`config.mk`:
```
export PLATFORM = sky130hd
export DESIGN_NAME = grf_scoreboard
export DESIGN_NICKNAME = d
export VERILOG_FILES = /design/src/rtl/grf_scoreboard_pkg.sv /design/src/rtl/grf_scoreboard_sb_counter.sv /design/src/rtl/grf_scoreboard.sv
export SDC_FILE = /design/constraint.sdc
export NUM_CORES = 1
export LEC_CHECK = 0
export BUFFER_PORTS_ARGS = -buffer_cell sky130_fd_sc_hd__buf_2
export CORE_MARGIN = 2
export CORE_UTILIZATION = 63
export DETAILED_ROUTE_END_ITERATION = 16
export HOLD_SLACK_MARGIN = 0.06
export PLACE_DENSITY_LB_ADDON = 0.15
export SLEW_MARGIN = 40
export SYNTH_ARGS = -nofsm -noshare
export SYNTH_HDL_FRONTEND = slang
export SYNTH_HIERARCHICAL = 1
export SYNTH_SLANG_ARGS = --single-unit
```
`constraint.sdc`:
```
create_clock -name clk -period 6.8 [get_ports clk]
set_input_delay 1.36 -clock clk [delete_from_list [all_inputs] [get_ports clk]]
set_output_delay 1.36 -clock clk [all_outputs]
set_load 0.01 [all_outputs]
```
`src/rtl/grf_scoreboard_pkg.sv`:
```
// Shared constants for the GRF pending-write scoreboard.
package grf_scoreboard_pkg;

    localparam int REG_W     = 5;              // register index width
    localparam int NREG      = 32;             // architectural registers
    localparam int CNT_W_DEF = 2;              // default pending-counter width
    localparam int TOT_W     = 8;              // pending_total width

    localparam logic [REG_W-1:0] REG_ZERO = '0; // $0, hardwired zero

endpackage

```
`src/rtl/grf_scoreboard_sb_counter.sv`:
```
// One per-register pending-write counter: saturating up/down with
// zero/full flags and an underflow pulse on retire-from-empty.
import grf_scoreboard_pkg::*;

module sb_counter #(
    parameter int CNT_W = CNT_W_DEF
) (
    input  logic clk_i,
    input  logic rst_ni,
    input  logic inc_i,
    input  logic dec_i,
    output logic zero_o,
    output logic full_o,
    output logic udf_o
);

    logic [CNT_W-1:0] cnt_q, cnt_d;

    assign zero_o = (cnt_q == '0);
    assign full_o = (cnt_q == '1);

    // Next count: issue+retire together is a no-op (even at 0 or full),
    // a lone retire on an empty counter holds at 0 and flags underflow.
    always_comb begin
        cnt_d = cnt_q;
        udf_o = 1'b0;
        unique case ({inc_i, dec_i})
            2'b10: if (!full_o) cnt_d = cnt_q + CNT_W'(1);
            2'b01: begin
                if (zero_o) udf_o = 1'b1;
                else        cnt_d = cnt_q - CNT_W'(1);
            end
            default: cnt_d = cnt_q;
        endcase
    end

    // Counter register, cleared asynchronously.
    always_ff @(posedge clk_i or negedge rst_ni) begin
        if (!rst_ni) cnt_q <= '0;
        else         cnt_q <= cnt_d;
    end

endmodule

```
`src/rtl/grf_scoreboard.sv`:
```
// GRF pending-write scoreboard: decode issues destinations, writeback
// retires them on the GRF write strobe, two read ports report busy.
import grf_scoreboard_pkg::*;

module grf_scoreboard #(
    parameter int CNT_W = CNT_W_DEF
) (
    input  logic             clk,
    input  logic             reset,
    input  logic             iss_valid,
    output logic             iss_ready,
    input  logic [REG_W-1:0] iss_wa,
    input  logic             WE,
    input  logic [REG_W-1:0] WA,
    input  logic [REG_W-1:0] RA1,
    input  logic [REG_W-1:0] RA2,
    output logic             busy1,
    output logic             busy2,
    output logic             stall,
    output logic [TOT_W-1:0] pending_total,
    output logic             err_underflow
);

    logic [NREG-1:0] inc_w, dec_w, zero_w, full_w, udf_w;
    logic            iss_fire, ret_vld, ret_eff;
    logic [TOT_W-1:0] total_q, total_d;
    logic            err_q, err_d;

    // $0 never holds a pending write.
    assign zero_w[0] = 1'b1;
    assign full_w[0] = 1'b0;
    assign udf_w[0]  = 1'b0;

    genvar gi;
    generate
        for (gi = 1; gi < NREG; gi++) begin : g_cnt
            sb_counter #(.CNT_W(CNT_W)) u_cnt (
                .clk_i  (clk),
                .rst_ni (reset),
                .inc_i  (inc_w[gi]),
                .dec_i  (dec_w[gi]),
                .zero_o (zero_w[gi]),
                .full_o (full_w[gi]),
                .udf_o  (udf_w[gi])
            );
        end
    endgenerate

    // A retire to the same register frees a slot, so a full counter may
    // still accept an issue in that cycle.
    assign ret_vld   = WE && (WA != REG_ZERO);
    assign iss_ready = (iss_wa == REG_ZERO) || !full_w[iss_wa] ||
                       (ret_vld && (WA == iss_wa));
    assign iss_fire  = iss_valid && iss_ready && (iss_wa != REG_ZERO);
    assign ret_eff   = ret_vld && !udf_w[WA];

    // Decode the one-hot increment/decrement strobes per register.
    always_comb begin
        inc_w = '0;
        dec_w = '0;
        if (iss_fire) inc_w[iss_wa] = 1'b1;
        if (ret_vld)  dec_w[WA]     = 1'b1;
    end

    // Busy looks only at registered counts; the GRF has no bypass.
    assign busy1 = (RA1 != REG_ZERO) && !zero_w[RA1];
    assign busy2 = (RA2 != REG_ZERO) && !zero_w[RA2];
    assign stall = busy1 || busy2 || (iss_valid && !iss_ready);

    // Running total follows the counters exactly, so it cannot wrap.
    always_comb begin
        total_d = total_q + TOT_W'(iss_fire) - TOT_W'(ret_eff);
        err_d   = err_q || (|udf_w);
    end

    // Debug total and sticky underflow flag.
    always_ff @(posedge clk or negedge reset) begin
        if (!reset) begin
            total_q <= '0;
            err_q   <= 1'b0;
        end else begin
            total_q <= total_d;
            err_q   <= err_d;
        end
    end

    assign pending_total = total_q;
    assign err_underflow = err_q;

endmodule

```
==> run summary <==
### Worst setup path
* 1.18 ns — slack of the worst reg-to-reg path
* 6.43 ns — signal arrival time at the worst endpoint
* primary input to flop — category of the critical setup timing path
* g_cnt[7].u_cnt/cnt_q[1] — worst reg2reg startpoint
* 5 — sum of buffers and inverters on the critical path
* 17 — largest fanout on the critical path
* 26 — CP Depth
* pending_total[6] — capturing point of the worst reg2reg path
* 25 — cell depth of the worst flop-to-flop path
* compound AO/OA/AOI/OAI gates — Top Family by Delay on Critical Path
* 7.04 ns — required time at the endpoint of the critical path
* sky130_fd_sc_hd__nor3_1 — most prevalent standard cell on the critical path
* 0.47 ns — delay of the slowest cell on the worst path
* flop — type of element capturing the critical path
* sky130_fd_sc_hd__mux4_2 — slowest stage cell on the critical path
* primary input — Critical Path Source Type
* iss_wa[1] — Crit. Startpoint
* pending_total[6] — endpoint of the most critical setup path

### Timing
* 90.93% — final clock period utilization by the worst path
* 6.184 ns — Period minus WS final
* 0 — final hold viol count
* 55.44% — worst slew margin relative to its limit
* 0.008616 ns — Max Clock Skew
* 161.7 MHz — highest clock frequency the design can meet
* 0 ns — Fin Setup TNS
* no — setup repair after global routing missed its margin
* 0 — number of failing setup endpoints in the final timing report
* 0 — Final Slew Violations
* 0.6684 ns — slew at the pin with the worst max-slew slack

### Logic synthesis
* 1.922% — Synth Area in Adders
* 0 — Post-synth EDFFs
* 8.193 um^2 — mean instance size in the synthesized netlist
* 71 — count of state elements after synthesis
* 1.541% — xor and xnor fraction of the mapped netlist area
* 11.03% — mux share of post-synthesis cell area
* 40.07% — area fraction in and, or, nand and nor cells after synthesis
* 28.42% — post-synthesis sequential area ratio
* 60 — synth unique cells
* 28.42% — share of the synthesized area in the top cell type
* 763 — gate count of the mapped netlist
* simple AND/OR/NAND/NOR gates — main combinational cell family by area after synthesis
* sky130_fd_sc_hd__dfrtp_1 28%, sky130_fd_sc_hd__nor2_1 7.3%, sky130_fd_sc_hd__nor3_1 7.3% — most area-consuming cells after synthesis
* sky130_fd_sc_hd__dfrtp_1 — most common flop cell mapped by yosys
* 100.0% — Post-synth ARST share
* sky130_fd_sc_hd__dfrtp_1 — largest area contributor in the synthesized netlist
* 14.03% — complex-gate fraction of the synthesized area
* 796 — nets in the synthesized netlist
* 6251 um^2 — Syn Std Cell Area
* 6 — number of warnings printed during yosys synthesis

### Run status
* finished, final reports clean — run status

### Clock network
* yes — TritonCTS clock tree
* 0.37 ns — Skew-Pair Late Insertion Delay
* sky130_fd_sc_hd__clkbuf_8 — clock root buffer
* 9 — number of buffers inserted during clock tree synthesis
* 2 — maximum count of clock buffers along a single path
* 0.07 ns — clock-pin slew reported for the worst setup and hold paths after clock tree synthesis
* 71 — sinks on the clock net
* 3 — deepest level of the CTS H-tree

### Placement
* 916 — placed cell count
* 13,140 um — total half-perimeter wirelength after legalization and detailed placement
* 36 — input/output buffers
* 0.9373 — Final GP Congestion
* 6543 um^2 — post-place instance area

### Global route
* 5,557 — vias in the first global route
* 33.64% — global-route usage over all layers
* 28,230 um — global-route wire length before repair
* 0 — GRT overflow
* 72 — pin count of the biggest net entering global routing
* 0 — number of antenna violations at the first check in global routing

### Flow run
* 0 — number of maximum-capacitance violations

### Floorplanning
* 9684 um^2 — Core Box Area
* 103.6 um — horizontal die dimension
* 10,740 um^2 — Die ar.
* 36 — placement row count
* 64.55% — starting utilization of the core area
* 37 — number of primary I/O pins
* 103.6 um — die outline height

### Worst hold path
* flop to flop — Hold Path Class

### Routing
* 17,750 um — DRT Wirelength
* 0 — drc violations
* 19.05 um — routed length per instance
* 5 — Detailed Routing Iterations Pass 1
* 415 — initial drt markers
* 5,874 — vias after detailed routing
* 0 — remaining number of nets flagged by the antenna check after routing
* 6.303 — via density per instance

### Layout
* 0 — Ant. Diodes
* 8.447% — P&R area growth vs syn
* 827 — final layout net count
* 6779 um^2 — post-route design area
* 781 — fill count
* 17.52% — share of layout cells above drive strength 1
* 932 — Finished Layout Cells

### Power and ir drop
* 241.2 nW/um^2 — pwr/cell area
* 0.1617 mV — worst vdd rail ir drop
* 2.721 nW — static power due to leakage

[metrics by stage]
stage	hold slack (ns)	power, mW	worst slack (ns)	utilization, %
6_report	0.5064	1.635	0.6164	70.00
2_1_floorplan	0.4982	1.106	0.7957	-
3_3_place_gp	0.5021	1.254	0.2613	67.52
5_1_grt	0.5396	1.751	0.1529	70.00
3_5_place_dp	0.4920	1.281	0.06680	67.56
4_1_cts	0.5094	1.630	0.4358	69.60
[synthesized netlist by cell type (all sizes together), types with 3 or more instances]
master and instances:
and2 32, xnor2 8, clkbuf 8, and3b 31, a31oi 3, xor2 3
nand2 15, nand4 3, inv 20, mux4 19, nand2b 68, nor2b 34
mux2i 25, ha 8, or2 3, nor2 122, nand3b 7, or3b 4
o211ai 3, a21oi 62, o21ai 43, dfrtp 71, nor3 97, a211oi 3
nor4 18, buf 15, nand3 11
[placed cells by master, fill, tap and decap left out, drive strengths merged, types with 3 or more instances in the layout]
cell type,count
a211oi,3
a21oi,62
a31oi,3
and2,32
and3b,31
buf,43
clkbuf,10
clkinv,3
dfrtp,71
ha,8
inv,20
mux2i,25
mux4,19
nand2,15
nand2b,68
nand3,11
nand3b,7
nand4,3
nor2,122
nor2b,34
nor3,97
nor4,18
o211ai,3
o21ai,43
or2,3
or3b,4
xnor2,8
xor2,3
[cell type report]
class | count | area [um^2] | area share [%]
Tap cell | 133 | 166.4 | 2.455
Clock inverter | 6 | 60.06 | 0.8859
Clock buffer | 10 | 137.6 | 2.030
Timing Repair Buffer | 43 | 236.5 | 3.488
Multi-Input combinational cell | 649 | 4327 | 63.82
Sequential cell | 71 | 1777 | 26.21
Inverter | 20 | 75.07 | 1.107
[power by group]
part           switching (mW)  total (mW)  internal (mW)
sequential              0.126       0.640          0.515
combinational           0.339       0.644          0.305
clock                   0.174       0.351          0.177
total                   0.638        1.64          0.997
[registers in the layout, summed over array words and instances, names as in the netlist]
| name | count |
|---|---|
| err_underflow | 1 |
| g_cnt.u_cnt/cnt_q | 62 |
| pending_total | 8 |
[cells by family after synthesis]
group	Yosys count
flip-flops	71
AND/OR/NAND/NOR	451
AO/OA/AOI/OAI	133
adder cells (fa/ha/maj)	9
XOR/XNOR	11
multiplexers	45
buffers and inverters	43
[timing repair]
action,4_1_cts,5_1_grt
resized for setup,0,8
endpoints found under the setup margin,0,2
buffers inserted,0,0
hold buffers,0,0
[how the worst min path moves through the flow]
| stage | startpoint | end | slack, ns | depth (start not counted) |
|---|---|---|---|---|
| floorplan | g_cnt[10].u_cnt/cnt_q[0] | g_cnt[10].u_cnt/cnt_q[0] | 0.50 | 1 |
| global placement | pending_total[0] | pending_total[0] | 0.50 | 1 |
| detailed placement | pending_total[0] | pending_total[0] | 0.49 | 1 |
| CTS | pending_total[0] | pending_total[0] | 0.51 | 1 |
| global route | pending_total[0] | pending_total[0] | 0.54 | 1 |
| finish | pending_total[0] | pending_total[0] | 0.51 | 1 |
[routing by layer]
layer | share of wire, % | GRT usage, %
met3 | 8.4 | 7.174
met5 | 0 | 0
met4 | 3.5 | 15.93
met1 | 41 | 43.29
met2 | 47 | 54.30
(Power assumes the default switching activity.)
